--- src/rtl/uart_ram_cmd_ctrl.sv ---
// Command sequencer between the UART receiver and the 64x1 RAM under test: READ/WRITE/FILL/DUMP opcodes.
// Optional macro UART_CMD_ACK_EN: WRITE and FILL finish by sending ACK_BYTE on the tx handshake.
//
// state       | meaning
// IDLE        | waiting for an opcode byte
// GET_ARG     | WRITE/FILL waiting for the data byte, timeout running
// WRITE       | single ram_we pulse at the latched address
// FILL        | ram_we every cycle, address sweeping 0..max
// RD_SAMPLE   | address stable for a cycle, sample ram_rdata
// DUMP_RD     | shift in one bit per cycle, 8 bits per byte
// TX          | tx_valid held until accepted
// ACK         | load ACK_BYTE into the tx register
module uart_ram_cmd_ctrl #(
    parameter int          ADDR_WIDTH = 6,
    parameter int          TIMEOUT    = 1024,
    parameter logic [7:0]  ACK_BYTE   = 8'hA5
) (
    input  logic                  clk_i,
    input  logic                  rst_ni,
    input  logic                  baud_edge_i,
    input  logic [7:0]            rx_data_i,
    input  logic                  rx_ready_i,
    input  logic                  rx_ferr_i,
    output logic [ADDR_WIDTH-1:0] ram_addr_o,
    output logic                  ram_we_o,
    output logic                  ram_wdata_o,
    input  logic                  ram_rdata_i,
    output logic [7:0]            tx_data_o,
    output logic                  tx_valid_o,
    input  logic                  tx_ready_i,
    output logic                  busy_o,
    output logic                  err_o,
    output logic [1:0]            err_code_o
);

    localparam int AW = ADDR_WIDTH;
    localparam int TW = (TIMEOUT > 2) ? $clog2(TIMEOUT) : 1;
`ifdef UART_CMD_ACK_EN
    localparam logic ACK_EN = 1'b1;
`else
    localparam logic ACK_EN = 1'b0;
`endif

    typedef enum logic [2:0] {
        S_IDLE, S_GET_ARG, S_WRITE, S_FILL, S_RD_SAMPLE, S_DUMP_RD, S_TX, S_ACK
    } state_t;

    state_t          state_q, state_d;
    logic [AW-1:0]   addr_q, addr_d;
    logic            wdata_q, wdata_d;
    logic            fill_q, fill_d;
    logic [TW-1:0]   tmo_q, tmo_d;
    logic [7:0]      shift_q, shift_d;
    logic [2:0]      bitcnt_q, bitcnt_d;
    logic            dump_q, dump_d;
    logic [7:0]      tx_data_q, tx_data_d;
    logic            tx_valid_q, tx_valid_d;
    logic            err_q, err_d;
    logic [1:0]      err_code_q, err_code_d;

    always_ff @(posedge clk_i or negedge rst_ni) begin
        if (!rst_ni) begin
            state_q    <= S_IDLE;
            addr_q     <= '0;
            wdata_q    <= 1'b0;
            fill_q     <= 1'b0;
            tmo_q      <= '0;
            shift_q    <= '0;
            bitcnt_q   <= '0;
            dump_q     <= 1'b0;
            tx_data_q  <= '0;
            tx_valid_q <= 1'b0;
            err_q      <= 1'b0;
            err_code_q <= '0;
        end else begin
            state_q    <= state_d;
            addr_q     <= addr_d;
            wdata_q    <= wdata_d;
            fill_q     <= fill_d;
            tmo_q      <= tmo_d;
            shift_q    <= shift_d;
            bitcnt_q   <= bitcnt_d;
            dump_q     <= dump_d;
            tx_data_q  <= tx_data_d;
            tx_valid_q <= tx_valid_d;
            err_q      <= err_d;
            err_code_q <= err_code_d;
        end
    end

    always_comb begin
        state_d    = state_q;
        addr_d     = addr_q;
        wdata_d    = wdata_q;
        fill_d     = fill_q;
        tmo_d      = tmo_q;
        shift_d    = shift_q;
        bitcnt_d   = bitcnt_q;
        dump_d     = dump_q;
        tx_data_d  = tx_data_q;
        tx_valid_d = tx_valid_q;
        err_d      = 1'b0;
        err_code_d = err_code_q;

        // Framing error beats a simultaneous byte; bytes outside IDLE/GET_ARG are overruns.
        if (rx_ferr_i) begin
            err_d      = 1'b1;
            err_code_d = 2'd1;
        end else if (rx_ready_i && state_q != S_IDLE && state_q != S_GET_ARG) begin
            err_d      = 1'b1;
            err_code_d = 2'd3;
        end

        case (state_q)
            S_IDLE: begin
                if (rx_ready_i && !rx_ferr_i) begin
                    addr_d   = AW'(rx_data_i[5:0]);
                    fill_d   = rx_data_i[7];
                    tmo_d    = '0;
                    bitcnt_d = '0;
                    shift_d  = '0;
                    case (rx_data_i[7:6])
                        2'b00:   state_d = S_RD_SAMPLE;
                        2'b11: begin
                            addr_d  = '0;
                            state_d = S_DUMP_RD;
                        end
                        default: state_d = S_GET_ARG;
                    endcase
                end
            end
            S_GET_ARG: begin
                if (rx_ferr_i) begin
                    state_d = S_IDLE;
                end else if (rx_ready_i) begin
                    wdata_d = rx_data_i[0];
                    if (fill_q) begin
                        addr_d  = '0;
                        state_d = S_FILL;
                    end else begin
                        state_d = S_WRITE;
                    end
                end else if (baud_edge_i) begin
                    if (tmo_q == TW'(TIMEOUT - 1)) begin
                        err_d      = 1'b1;
                        err_code_d = 2'd2;
                        state_d    = S_IDLE;
                    end else begin
                        tmo_d = tmo_q + TW'(1);
                    end
                end
            end
            S_WRITE: state_d = ACK_EN ? S_ACK : S_IDLE;
            S_FILL: begin
                addr_d = addr_q + AW'(1);
                if (addr_q == {AW{1'b1}}) state_d = ACK_EN ? S_ACK : S_IDLE;
            end
            S_RD_SAMPLE: begin
                tx_data_d  = {7'b0, ram_rdata_i};
                tx_valid_d = 1'b1;
                dump_d     = 1'b0;
                state_d    = S_TX;
            end
            S_DUMP_RD: begin
                shift_d  = {ram_rdata_i, shift_q[7:1]};
                addr_d   = addr_q + AW'(1);
                bitcnt_d = bitcnt_q + 3'd1;
                if (bitcnt_q == 3'd7) begin
                    tx_data_d  = {ram_rdata_i, shift_q[7:1]};
                    tx_valid_d = 1'b1;
                    dump_d     = 1'b1;
                    state_d    = S_TX;
                end
            end
            S_TX: begin
                if (tx_ready_i) begin
                    tx_valid_d = 1'b0;
                    // A dump is finished once the address has wrapped back to zero.
                    state_d    = (dump_q && addr_q != '0) ? S_DUMP_RD : S_IDLE;
                end
            end
            S_ACK: begin
                tx_data_d  = ACK_BYTE;
                tx_valid_d = 1'b1;
                dump_d     = 1'b0;
                state_d    = S_TX;
            end
            default: state_d = S_IDLE;
        endcase
    end

    always_comb begin
        busy_o      = (state_q != S_IDLE);
        ram_we_o    = (state_q == S_WRITE) || (state_q == S_FILL);
        ram_addr_o  = addr_q;
        ram_wdata_o = wdata_q;
        tx_data_o   = tx_data_q;
        tx_valid_o  = tx_valid_q;
        err_o       = err_q;
        err_code_o  = err_code_q;
    end

endmodule

--- config.mk ---
export PLATFORM = sky130hd
export DESIGN_NAME = uart_ram_cmd_ctrl
export DESIGN_NICKNAME = d
export VERILOG_FILES = /design/src/rtl/uart_ram_cmd_ctrl.sv
export SDC_FILE = /design/constraint.sdc
export NUM_CORES = 1
export LEC_CHECK = 0
export CAP_MARGIN = 20
export CORE_MARGIN = 1.5
export CORE_UTILIZATION = 35
export DETAILED_ROUTE_END_ITERATION = 10
export GPL_TIMING_DRIVEN = 0
export PLACE_DENSITY = 0.58
export SLEW_MARGIN = 0
export SYNTH_ARGS = -nofsm -noshare
export SYNTH_HDL_FRONTEND = slang
export SYNTH_SLANG_ARGS = --single-unit
--- constraint.sdc ---
create_clock -name clk_i -period 2.39 [get_ports clk_i]
set_input_delay 0.3585 -clock clk_i [delete_from_list [all_inputs] [get_ports clk_i]]
set_output_delay 0.3585 -clock clk_i [all_outputs]
set_load 0.005 [all_outputs]
==> run metrics, run 1 <==
Max Fclk=449.3 MHz; placed instance area=2820 um2; maximum number of pins on one net before global-route repair=26; Top delay family on crit path=compound AO/OA/AOI/OAI gates; CTS max path bufs=2; Post-Route Utilization=45.59%; die width=85.09 um; aggregate global-route resource usage=16.01%; Slew headroom=62.16%; DP HPWL=3955 um; H-tree levels=2; antenna viol nets, final=0; detailed-route DRC error count=4; multi-input logic area=1174 um2; M1 WL=2774 um; number of flops mapped to enable cells by yosys=0; Main synth FF type=dfrtp_1; syn_nets=290; routed len/inst=14.20 um; CP required=2.58 ns; PortBufs=35; initial antenna violation count=0; Area Overhead vs Synth=24.14%; Pint=1.947 mW; maximum vdd ir drop=0.4120 mV; root buf cell=clkbuf_8; Mapped Avg Cell Area=8.800 um2; clock-pin slew on the worst setup and hold paths=0.08 ns; crit path buf inv count=1; Synth Instances=268; Sequential Area=1101 um2; CP endpoint kind=register; clock skew=0.009331 ns; post_cts resized=0; setup TNS=0 ns; Yosys cell types=45; worst setup margin=0.1641 ns; Slew Limit Fails=0; met3 routed WL=252 um; met2 wire length=2445 um; clk sinks=44; Synth Register Bits=44; Num CTS Buffers=5; Die ar.=7240 um2; cell-by-cell trace of the critical path=ha_1 -> ha_1 -> clkbuf_1 -> nand2b_1 -> o21ai_1 -> o32ai_1 -> a311o_1 -> a22o_1; min cycle time layout=2.226 ns; Max Cap Viol=0; Place WS=0.06544 ns; initial drt markers=150; Final Setup Violations=0; first-pass GRT wire length=9384 um; Sw Share=37.63%; sequential power share=38.8%; Starting Density=36.72%; Worst-Skew Late Latency=0.30 ns; final net count=333; clock network power share=18.2%; Worst EP arrival=2.42 ns; largest area contributor in the netlist=dfrtp_1; post-layout instance area=2928 um2; synthesized area=2359 um2; Levels on crit path=8; final hold viol count=0; Setup crit start kind=register; critical path's most frequent cell=ha_1; post-CTS repair timing setup buffer count=0; Top Metal Used=met4; Synth Warn #=0; P per Cell Area=1066 nW/um2; share of the yosys chip area belonging to registers=46.68%; Lkg Pwr=1.318 nW; FFs w/ async S/R, synth=100.0%; Placement Rows=29; Synth top area share=46.68%; slowest stage delay, CP=0.41 ns; Worst path slowest cell=dfrtp_1; Synth area leaders=dfrtp_1 47%, nand2_1 6.0%, o21ai_0 4.7%; reg2reg path depth=8; RSZ-0062 raised after global routing=false; Routed WL=5523 um; crit path kind=reg2reg; run status=complete, but fails checks; fraction of layout cells with a size suffix above 1=4.487%; Core Region=6422 um2; RePlAce Congestion=0.8150; ANT cells=0; Post-CTS Hold Fix Bufs=0; Tcrit/Tclk final=93.13%; Critical Path Fanout Max=10; HP Class=in2async; Comb power frac=43.0%; drt first pass iters=7; die height=85.09 um; CTS tree=done; drt via density=5.393; worst slew pin tran=0.5677 ns; fill count=642; hold_ws=0.01568 ns; switching power=1.174 mW; via count=2098; failing checks=design-rule violations; GRT Residual Overflow=0; vias in the first global route=2013; I/O pins=36
[layout by cell type, fill, tap and decap left out, drive strengths merged, types with 3 or more instances in the layout]
cell           count
nand3             17
xnor2              3
dfrtp             44
clkbuf            16
nor3               7
nand4              3
nand2b             8
and3               8
nand2             38
a21oi             17
buf                5
ha                 7
a32oi              3
nor2              24
o22a               3
nor2b              3
mux2i              4
o21ai             22
clkdlybuf4s50     34
inv                9
and2               4
[registers in the layout, summed over array words and instances (netlist names)]
name and flops:
tx_valid_o 1, shift_q 7, err_o 1, fill_q 1, ram_wdata_o 1, ram_addr_o 6, state_q 3, bitcnt_q 3
dump_q 1, tx_data_o 8, err_code_o 2, tmo_q 10
[power groups by stage]
stage | logic [mW] | registers (mW) | clock network [mW]
6_report | 1.34 | 1.21 | 0.567
3_5_place_dp | 1.34 | 1.22 | 0
4_1_cts | 1.35 | 1.21 | 0.583
5_1_grt | 1.51 | 1.25 | 0.618
2_1_floorplan | 0.807 | 1.18 | 0
3_3_place_gp | 1.33 | 1.22 | 0
[metrics by stage]
step           power (mW)  instances
6_report            3.121        389
5_1_grt             3.378        389
4_1_cts             3.146        389
3_5_place_dp        2.562        381
3_3_place_gp        2.549        380
2_1_floorplan       1.986        268
[synthesized netlist by cell type, types with 2 or more instances]
cell,count
dfrtp_1,44
nand2_1,38
nor2_1,24
o21ai_0,22
a21oi_1,17
nand3_1,17
clkbuf_1,10
inv_1,9
and3_1,8
nand2b_1,8
ha_1,7
nor3_1,7
and2_1,4
mux2i_1,4
a32oi_1,3
nand4_1,3
nor2b_1,3
o22a_1,3
xnor2_1,3
a211oi_1,2
a221oi_1,2
a31oi_1,2
and4_1,2
buf_1,2
o21a_1,2
o22ai_1,2
xor2_1,2
[area by class of cell]
cell class	count	area share, %
clock inverters	2	1.197
clock buffers	6	2.479
well taps	77	3.291
inverters	9	1.154
flip-flops and latches	44	37.61
repair buffers	36	12.48
multi-input cells	202	40.09
plain buffers	13	1.709
[final timing paths]
kind,from,end,slack (ns)
max,bitcnt_q[0],state_q[1],0.16
min,rst_ni,tmo_q[2],0.02
max reg2reg,bitcnt_q[0],state_q[1],0.16
min reg2reg,tmo_q[4],tmo_q[4],0.49
max in group asynchronous,rst_ni,bitcnt_q[2],1.86
min in group clk_i,tmo_q[4],tmo_q[4],0.49
[routing by layer]
layer	global-route usage [%]	vias to the layer above
met1	23.15	1007
met3	3.599	6
met2	23.95	49
li1	-	1036
met4	4.769	0
met5	0	-
[kinds of logic (layout without fill, tap and decap cells)]
family / Yosys count / in the layout / share of synthesized area [%]
AOI/OAI and AO/OA: 62 / 62 / 16.18
xor gates and xnor gates: 5 / 5 / 1.857
muxes: 5 / 5 / 2.175
and+or+nand+nor: 123 / 123 / 25.84
adders and majority gates: 7 / 7 / 3.713
buffers and inverters: 22 / 66 / 3.554
DFF: 44 / 44 / 46.68
No activity file was read; power rests on OpenSTA's default activity.
==> run 2, diff against run 1 <==
--- a/config.mk
+++ b/config.mk
@@ -8,9 +8,10 @@
 export CAP_MARGIN = 20
 export CORE_MARGIN = 1.5
 export CORE_UTILIZATION = 35
+export CTS_CLUSTER_DIAMETER = 150
 export DETAILED_ROUTE_END_ITERATION = 10
 export GPL_TIMING_DRIVEN = 0
-export PLACE_DENSITY = 0.58
+export PLACE_DENSITY = 0.68
 export SLEW_MARGIN = 0
 export SYNTH_ARGS = -nofsm -noshare
 export SYNTH_HDL_FRONTEND = slang
==> run metrics, run 2 (same netlist as run 1, synthesis figures left out) <==
failing checks=design-rule violations; aggregate global-route resource usage=15.92%; CTS max path bufs=2; max reg flops=10; Slew Limit Fails=0; clock skew=0.009477 ns; CP required=2.58 ns; drt first pass iters=9; Starting Density=36.72%; grt peak-use layer=met2; Area Overhead vs Synth=23.93%; most common cell after layout, fill and taps aside=dfrtp_1; die width=85.09 um; via count=2128; HP Class=in2async; H-tree levels=2; RePlAce Congestion=0.8382; I/O pins=36; Final Setup Violations=0; routed len/inst=14.25 um; PortBufs=35; Setup crit start kind=register; post-CTS repair timing setup buffer count=0; Routed WL=5557 um; initial drt markers=99; CP endpoint kind=register; antenna viol nets, final=0; Worst-Skew Late Latency=0.29 ns; Worst EP arrival=2.45 ns; Die ar.=7240 um2; hold_ws=0.4545 ns; Placement Rows=29; met3 GRT Util=3.891%; maximum vdd ir drop=0.5143 mV; run status=complete, but fails checks; final hold viol count=0; Critical Path Fanout Max=10; ANT cells=0; clk sinks=44; detailed-route DRC error count=3; Max Cap Viol=0; vias in the first global route=2041; final net count=334; fraction of layout cells with a size suffix above 1=4.792%; P per Cell Area=1043 nW/um2; die height=85.09 um; first-pass GRT wire length=9363 um; crit path kind=reg2reg; Post-Route Utilization=45.51%; met1 usage=21.75%; Max Fclk=442.8 MHz; DP HPWL=4022 um; Tcrit/Tclk final=94.48%; CTS tree=done; worst slew pin tran=0.5894 ns; M2 GR Usage=25.25%; Tot Pwr=3.047 mW; RSZ-0062 raised after global routing=false; GRT Residual Overflow=0; root buf cell=clkbuf_8; setup TNS=0 ns; Num CTS Buffers=5; drt via density=5.456; Slew headroom=60.58%; Biggest register=tmo_q; min cycle time layout=2.258 ns; initial antenna violation count=0; clock-pin slew on the worst setup and hold paths=0.09 ns; Lkg Pwr=1.318 nW; maximum number of pins on one net before global-route repair=37; commonest cells after routing, fill and taps aside=44 x dfrtp_1, 38 x nand2_1, 34 x clkdlybuf4s50_1; Core Region=6422 um2
## run 2: cell count changes in the layout (fill, tap and decap cells not counted)
| cell | change |
|---|---|
| dlygate4sd3_1 | +1 |
| clkbuf_1 | -1 |
| clkbuf_8 | +1 |
| clkinv_2 | +1 |
| bufinv_16 | -1 |
## run 2: through the flow
| stage | std cells | setup slack (ns) | area (um2) |
|---|---|---|---|
| after floorplan | 268 | 0.3324 | 2359 |
| after global placement | 380 | -0.3083 | 2805 |
| after detailed placement | 381 | 0.01156 | 2820 |
| after CTS | 390 | 0.04270 | 2923 |
| after global routing | 390 | 0.02529 | 2923 |
| final | 390 | 0.1318 | 2923 |
## run 2: layout make-up
cell class | instances | area, um2
tap | 77 | 96.34
buffer | 13 | 50.05
clock buffer | 6 | 82.58
clock inverter | 2 | 10.01
sequential | 44 | 1101
inverter | 9 | 33.78
multi-input combinational | 202 | 1174
fill | 637 | 3500
timing repair buffer | 37 | 375.4
## run 2: where the power goes
| part | internal (mW) | total [mW] | switching [mW] |
|---|---|---|---|
| Clock | 0.231 | 0.481 | 0.250 |
| Combinational | 0.644 | 1.35 | 0.705 |
| Sequential | 0.993 | 1.22 | 0.224 |
## run 2: final timing paths
path	depth (start not counted)	slack (ns)	startpoint	end
max	8	0.13	bitcnt_q[0]	state_q[1]
min	2	0.45	rst_ni	tx_valid_o
max reg2reg	8	0.13	bitcnt_q[0]	state_q[1]
min reg2reg	1	0.48	tmo_q[4]	tmo_q[4]
max in group asynchronous	3	1.47	rst_ni	fill_q
min in group clk_i	1	0.48	tmo_q[4]	tmo_q[4]
## run 2: worst max-delay path, cell delays in order, from the launching register on
cell,delay (ns)
dfrtp_1,0.40
ha_1,0.21
ha_1,0.17
clkbuf_1,0.21
nand2b_1,0.23
o21ai_1,0.19
o32ai_1,0.17
a311o_1,0.38
a22o_1,0.20
## run 2: repair_timing
action	CTS	global route
endpoints found under the hold margin	8	0
gates resized for setup	0	1
endpoints found under the setup margin	0	1
hold buffers	1	0
## run 2: routing by layer
| metal | routed length (um) | vias up |
|---|---|---|
| li1 | - | 1041 |
| met1 | 2654 | 1022 |
| met2 | 2566 | 60 |
| met3 | 295 | 5 |
| met4 | 40 | 0 |
| met5 | 0 | - |
==> run 3, diff against run 2 <==
--- a/config.mk
+++ b/config.mk
@@ -9,10 +9,10 @@
 export CORE_MARGIN = 1.5
 export CORE_UTILIZATION = 35
 export CTS_CLUSTER_DIAMETER = 150
+export CTS_CLUSTER_SIZE = 20
 export DETAILED_ROUTE_END_ITERATION = 10
 export GPL_TIMING_DRIVEN = 0
 export PLACE_DENSITY = 0.68
-export SLEW_MARGIN = 0
 export SYNTH_ARGS = -nofsm -noshare
 export SYNTH_HDL_FRONTEND = slang
 export SYNTH_SLANG_ARGS = --single-unit
==> results of run 3 <==
Same layout as run 2: the final DEF is identical, and so are final timing and power.
